**src/rtl/sipo_deframer.sv**
```systemverilog
// Serial-in/parallel-out deframer: assembles sof-framed bit streams into WIDTH-bit
// words, holds one finished word on a valid/ready port, and flags overflow/framing errors.
module sipo_deframer #(
  parameter int WIDTH     = 4,
  parameter bit MSB_FIRST = 1'b1
) (
  input  logic             clock,
  input  logic             rst_n,
  input  logic             sin,
  input  logic             sin_valid,
  input  logic             sof,
  output logic [WIDTH-1:0] pout,
  output logic             pout_valid,
  input  logic             pout_ready,
  output logic             busy,
  output logic             err_overflow,
  output logic             err_frame,
  input  logic             clr_err
);

  // Handshake: a word transfers on any edge where pout_valid=1 and pout_ready=1;
  // pout/pout_valid are registers and never depend combinationally on pout_ready.

  localparam int CW = (WIDTH > 2) ? $clog2(WIDTH) : 1;
  localparam logic [CW-1:0] LAST_IDX = CW'(WIDTH - 1);

  typedef enum logic {IDLE = 1'b0, SHIFT = 1'b1} state_t;

  state_t           r_state;
  logic [CW-1:0]    r_cnt;
  logic [WIDTH-1:0] r_shift;
  logic [WIDTH-1:0] r_pout;
  logic             r_pout_valid;
  logic             r_err_ovf;
  logic             r_err_frm;

  logic [WIDTH-1:0] w_first;
  logic [WIDTH-1:0] w_append;
  logic             w_frame;
  logic             w_complete;
  logic             w_free;

  // First bit of a word seeds the end of the register that shifts towards its final slot.
  always_comb begin
    w_first  = '0;
    w_append = '0;
    if (MSB_FIRST) begin
      w_first  = {{(WIDTH-1){1'b0}}, sin};
      w_append = {r_shift[WIDTH-2:0], sin};
    end else begin
      w_first  = {sin, {(WIDTH-1){1'b0}}};
      w_append = {sin, r_shift[WIDTH-1:1]};
    end
  end

  assign w_frame    = (r_state == SHIFT) && sin_valid && sof;
  assign w_complete = (r_state == SHIFT) && sin_valid && !sof && (r_cnt == LAST_IDX);
  assign w_free     = !r_pout_valid || pout_ready;

  always_ff @(posedge clock or negedge rst_n) begin
    if (!rst_n) begin
      r_state      <= IDLE;
      r_cnt        <= '0;
      r_shift      <= '0;
      r_pout       <= '0;
      r_pout_valid <= 1'b0;
      r_err_ovf    <= 1'b0;
      r_err_frm    <= 1'b0;
    end else begin
      case (r_state)
        IDLE: begin
          if (sin_valid && sof) begin
            r_shift <= w_first;
            r_cnt   <= CW'(1);
            r_state <= SHIFT;
          end
        end
        SHIFT: begin
          if (sin_valid) begin
            if (sof) begin
              r_shift <= w_first;
              r_cnt   <= CW'(1);
            end else if (r_cnt == LAST_IDX) begin
              r_shift <= w_append;
              r_cnt   <= '0;
              r_state <= IDLE;
            end else begin
              r_shift <= w_append;
              r_cnt   <= r_cnt + CW'(1);
            end
          end
        end
        default: r_state <= IDLE;
      endcase

      if (w_complete) begin
        if (w_free) begin
          r_pout       <= w_append;
          r_pout_valid <= 1'b1;
        end
      end else if (r_pout_valid && pout_ready) begin
        r_pout_valid <= 1'b0;
      end

      // Set events win over a simultaneous clear.
      if (w_complete && !w_free) r_err_ovf <= 1'b1;
      else if (clr_err)          r_err_ovf <= 1'b0;

      if (w_frame)      r_err_frm <= 1'b1;
      else if (clr_err) r_err_frm <= 1'b0;
    end
  end

  assign pout         = r_pout;
  assign pout_valid   = r_pout_valid;
  assign busy         = (r_state == SHIFT);
  assign err_overflow = r_err_ovf;
  assign err_frame    = r_err_frm;

endmodule

```
**config.mk**
```make
export PLATFORM = sky130hd
export DESIGN_NAME = sipo_deframer
export DESIGN_NICKNAME = d
export VERILOG_FILES = /design/src/rtl/sipo_deframer.sv
export SDC_FILE = /design/constraint.sdc
export NUM_CORES = 1
export LEC_CHECK = 0
export CAP_MARGIN = 15
export CORE_AREA = 5 5 42 44
export DETAILED_ROUTE_END_ITERATION = 10
export DIE_AREA = 0 0 47 49
export PLACE_DENSITY_LB_ADDON = 0.15
export RECOVER_POWER = 25
export SYNTH_ARGS = -nofsm -noshare
export SYNTH_HDL_FRONTEND = slang
export SYNTH_SLANG_ARGS = --single-unit
```
**constraint.sdc**
```tcl
create_clock -name clock -period 1.6 [get_ports clock]
set_input_delay 0.32 -clock clock [delete_from_list [all_inputs] [get_ports clock]]
set_output_delay 0.32 -clock clock [all_outputs]
set_load 0.02 [all_outputs]
```
# --- After elaboration in Yosys (flattened, before gate mapping) ---
# Index checks and enable logic that the tools add are counted.
classes:
  muxes: 20
  add_sub_neg: 1
  n_eq_ne: 4
  n_reduce_logical: 17
  bitwise_logic: 1
op_table:
  columns: ["op", "n"]
  rows:
  - ["2-to-1 mux 1 bit", 10]
  - ["2-to-1 mux 3 bit", 3]
  - ["2-to-1 mux 2 bit", 4]
  - ["logical AND 1 bit", 7]
  - ["case mux 3 bit (2 select lines)", 1]
  - ["AND reduction 2 bit", 3]
  - ["nonzero test 2 bit", 3]
  - ["!= test 2 bit (second input constant)", 2]
  - ["case mux 2 bit (2 select lines)", 1]
  - ["logical NOT 1 bit", 3]
  - ["adder 2 x 1 -> 2 bit (second input constant)", 1]
  - ["== test 2 bit (second input constant)", 1]
  - ["!= test 2 x 1 -> 1 bit (second input constant)", 1]
  - ["case mux 1 bit (2 select lines)", 1]
  - ["logical OR 1 bit", 1]
  - ["NOT 1 bit", 1]
totals:
  elab_cells: 50
  in_bits: 7
  regBits: 13
  out_inout_bits: 8

# --- Logic depth before layout (Yosys ltp) ---
depth:
  depth_word: 5
  depth_mapped: 4
  mapped_depth_nobuf: 4

# --- Least setup slack after synthesis ---
# OpenSTA, ideal clock, no wires.
synth_path:
  path_type: "register to register"
  startpoint: "reg r_state (netlist: busy)"
  endpoint: "reg r_pout[0] (netlist: pout[0])"
  required_ns: 1.475
  slack_ns: 0.254
  synth_period_minus_slack_ns: 1.346
  n_path_buf: 0
  stages_incl_launch_ff: 4
  setup_time_ns: 0.125
  t_arrival_ns: 1.221
  path_cell_list: "dfrtp_1 nand4b_4 nor2b_4 mux2_2"
synth_between:
  elab_chain_len: 4
synth_rtl:
  columns: ["item", "line_no", "rtl"]
  rows:
  - ["start: declaration", "29", "state_t r_state;"]
  - ["start signal: assignment", "62", "r_state <= IDLE;"]
  - ["start signal: assignment", "75", "r_state <= SHIFT;"]
  - ["start signal: assignment", "86", "r_state <= IDLE;"]
  - ["logical AND 1 bit (3 in a row)", "57", "assign w_complete = (r_state == SHIFT) && sin_valid && !sof && (r_cnt == LAST_IDX);"]
  - ["AND reduction 2 bit (no source line)", null, null]
  - ["end signal: assignment", "98", "r_pout <= w_append;"]
  - ["end: declaration", "32", "logic [WIDTH-1:0] r_pout;"]
# No other way between the ends.
# A chain may end at the register's enable or synchronous reset.

# --- Worst setup path in the final report ---
layout_path:
  startpoint: "reg r_pout_valid (netlist: pout_valid)"
  endpoint: "out pout_valid"
layout_lines:
  columns: ["item", "line_no", "rtl"]
  rows:
  - ["start: declaration", "33", "logic r_pout_valid;"]
  - ["start signal: assignment", "66", "r_pout_valid <= 1'b0;"]
  - ["start signal: assignment", "99", "r_pout_valid <= 1'b1;"]
  - ["start signal: assignment", "102", "r_pout_valid <= 1'b0;"]
  - ["end: declaration", "13", "output logic pout_valid,"]
# No word-level cell between the ends.

==> run summary <==
Switching power -> 413 uW
Antenna Diode Count -> 0
Remaining global-route overflow -> 0
Leak pwr -> 0.385 nW
Floorplan die width -> 47 um
Cell variety after synth -> 17
Critical Setup Path Class -> reg2out
Overall die height -> 49 um
Dominant delay contributor by cell family on the critical path -> buffers and inverters
Longest Clk Path Bufs -> 2
Clock-pin slew reported for the worst setup and hold paths after clock tree synthesis -> 0.07 ns
Net count of the mapped netlist -> 53
YS warnings -> 0
I/O pin count -> 15
Dominant combinational cell family by area after synthesis -> compound AO/OA/AOI/OAI gates
Average vias per placed instance -> 4.94
Clk Latency, worst-skew pair -> 0.27 ns
Worst Max-Slew Pin Slew -> 0.713 ns
Internal power summed over all cells -> 820 uW
Final core utilization -> 0.570
Yosys reg bits -> 13
Initial cell density of the core -> 0.405
Biggest area contributors in the synthesized netlist -> dfrtp_1, mux2_2, a2bb2oi_1
Number of nets in the finished design -> 77
Synthesized area per cell -> 12.6 um^2
Most used cells in the layout excluding fill and tap cells -> dfrtp_1, clkdlybuf4s50_1, inv_1, mux2_2, buf_4
Post-synthesis mux area share -> 0.0991
Post-route DRC -> 0
Sequential fraction of design power -> 0.407
Count of buffers inserted at the top-level ports -> 14
Net switching share of the total power -> 0.335
Req. time, crit path -> 1.28 ns
Share of the synthesized netlist area taken by xor and xnor gates -> 0
Synth-to-Final Area Change -> 40.5%
Final ANT Viol Nets -> 0
Total power consumption of the routed design -> 1.23 mW
Sequential cell area fraction in the yosys report -> 0.573
Number of setup buffers added after CTS -> 0
Leading cell type in the layout, fill and taps excluded -> dfrtp_1
CP Cell Sequence -> clkdlybuf4s50_1
Worst Setup End Kind -> output port
Final slew viol count -> 0
Post-synthesis cell area -> 568 um^2
CP Launch Type -> flip-flop
Clock tree from TritonCTS -> done
Standard cell core area -> 1400 um^2
Via count of the first global-routing pass -> 431
Total setup violations reported at the end of the flow -> 0
Clock tree sinks -> 13
Last weighted congestion value of the routability-driven placer -> 0.696
Peak fanout along the critical path -> 2
Routed vias -> 415
Cell area after layout -> 798 um^2
Combinational group share of total power -> 0.435
Share of the clock period used by the worst path -> 0.967
Synthesized-area fraction occupied by ao, oa, aoi and oai cells -> 0.148
Area after DPL -> 768 um^2
Largest stage delay, worst path -> 0.60 ns
Clock Power Share -> 0.158
Post-synthesis simple-gate area fraction -> 0.117
TritonRoute pass-1 iters -> 3
1st-iter DRT viols -> 9
Rel. slew slack -> 0.525
Maximum capacitance violations -> 0
Global-route wire length before repair -> 1.97 mm
Synthesized netlist cell count -> 45
Die ar. -> 2300 um^2
Post-Route WL -> 1.12 mm
Number of clock buffers inserted by TritonCTS -> 3
Aggregate global-route resource usage -> 0.121
Layout cell share with drive strength beyond 1 -> 0.235
Fin worst setup slack -> 0.0534 ns
H-tree depth -> 1
Cell with the largest stage delay on the worst path -> clkdlybuf4s50_1
Shortest period the worst path allows -> 1.55 ns
Worst IR drop on VDD -> 0.634 mV
Cell accounting for the most synthesized area -> dfrtp_1
Worst EP arrival -> 1.23 ns
Number of antenna violations at the first check in global routing -> 0
Fin Clk Skew -> 0.00422 ns
Area share of the leading cell type in the synthesized netlist -> 0.573
Root Driver -> clkbuf_4
Pin count of the biggest net entering global routing -> 14
Cell area power density -> 1540 nW/um^2
Post-Synth Adder-Cell Area -> 0.0220
Final HPWL DP -> 853 um
Endpoints failing hold -> 0
Pre-CTS worst setup slack -> -0.0390 ns
# resized after CTS -> 0
Status -> finished, final reports clean
Hold buffers post-CTS -> 0
Buffers & Inverters on Critical Path -> 1
Setup repair after global routing missed its margin -> no
Achievable frequency -> 0.647 GHz
Average wire per cell in the routed design -> 13.3 um
Type of the most critical hold path -> reg2reg
Count of standard-cell rows -> 14
==> power groups by stage <==
stage	registers, mW	clock network (mW)	logic (mW)
floorplan	0.602	0	0.214
global placement	0.506	0	0.539
detailed placement	0.511	0	0.546
CTS	0.504	0.206	0.552
global route	0.519	0.229	0.584
finish	0.502	0.195	0.536
==> Yosys cell counts, drive strengths merged <==
cell type	number
nand2b	1
nand2	3
ha	1
a2bb2oi	3
inv	5
o21ai	2
a22o	1
and2	1
nor2b	1
buf	1
dfrtp	13
nor2	1
o22ai	4
o22a	1
a21oi	1
nand4b	1
mux2	5
==> area by class of cell <==
cell class	count	area (um^2)
Multi-Input combinational cell	26	219
Fill cell	142	603
Inverter	5	18.8
Clock buffer	4	26.3
Timing Repair Buffer	20	189
Sequential cell	13	325
Tap cell	16	20.0
==> final timing paths <==
check / from / cells after the start / slack, ns / to
max: pout_valid$_DFFE_PN0P_ / 1 / 0.05 / pout_valid
min: pout[2]$_DFFE_PN0P_ / 1 / 0.51 / pout[2]$_DFFE_PN0P_
max reg2reg: r_cnt[0]$_DFFE_PN0P_ / 4 / 0.20 / pout[1]$_DFFE_PN0P_
min reg2reg: pout[2]$_DFFE_PN0P_ / 1 / 0.51 / pout[2]$_DFFE_PN0P_
max in group asynchronous: rst_n / 2 / 0.53 / r_shift[0]$_DFFE_PN0P_
min in group asynchronous: rst_n / 2 / 0.61 / pout[3]$_DFFE_PN0P_
==> metal layers <==
metal / GRT usage / vias up / share of wire
met5: 0 / - / 0
met4: 0.0553 / 0 / 0
met3: 0.0443 / 0 / 0.057
met2: 0.156 / 17 / 0.45
met1: 0.174 / 191 / 0.49
li1: - / 207 / -
==> state kept, by name, indices dropped and copies added (netlist names) <==
| name | flops |
|---|---|
| busy | 1 |
| err_frame | 1 |
| err_overflow | 1 |
| pout | 4 |
| pout_valid | 1 |
| r_cnt | 2 |
| r_shift | 3 |
==> per-stage QoR <==
stage	hold WS [ns]	TNS, ns	instances
after CTS	0.355	0	84
after floorplan	0.0244	0	45
after global placement	0.493	-0.0851	80
final	0.509	0	84
after global routing	0.537	0	84
after detailed placement	0.502	-0.146	80
==> kinds of logic (layout without fill, tap and decap cells) <==
family / after synthesis / in the layout
AOI/OAI and AO/OA: 12 / 12
and+or+nand+nor: 8 / 8
adders and majority gates: 1 / 1
buffers and inverters: 6 / 29
DFF: 13 / 13
muxes: 5 / 5
No activity file was read; power rests on OpenSTA's default activity.
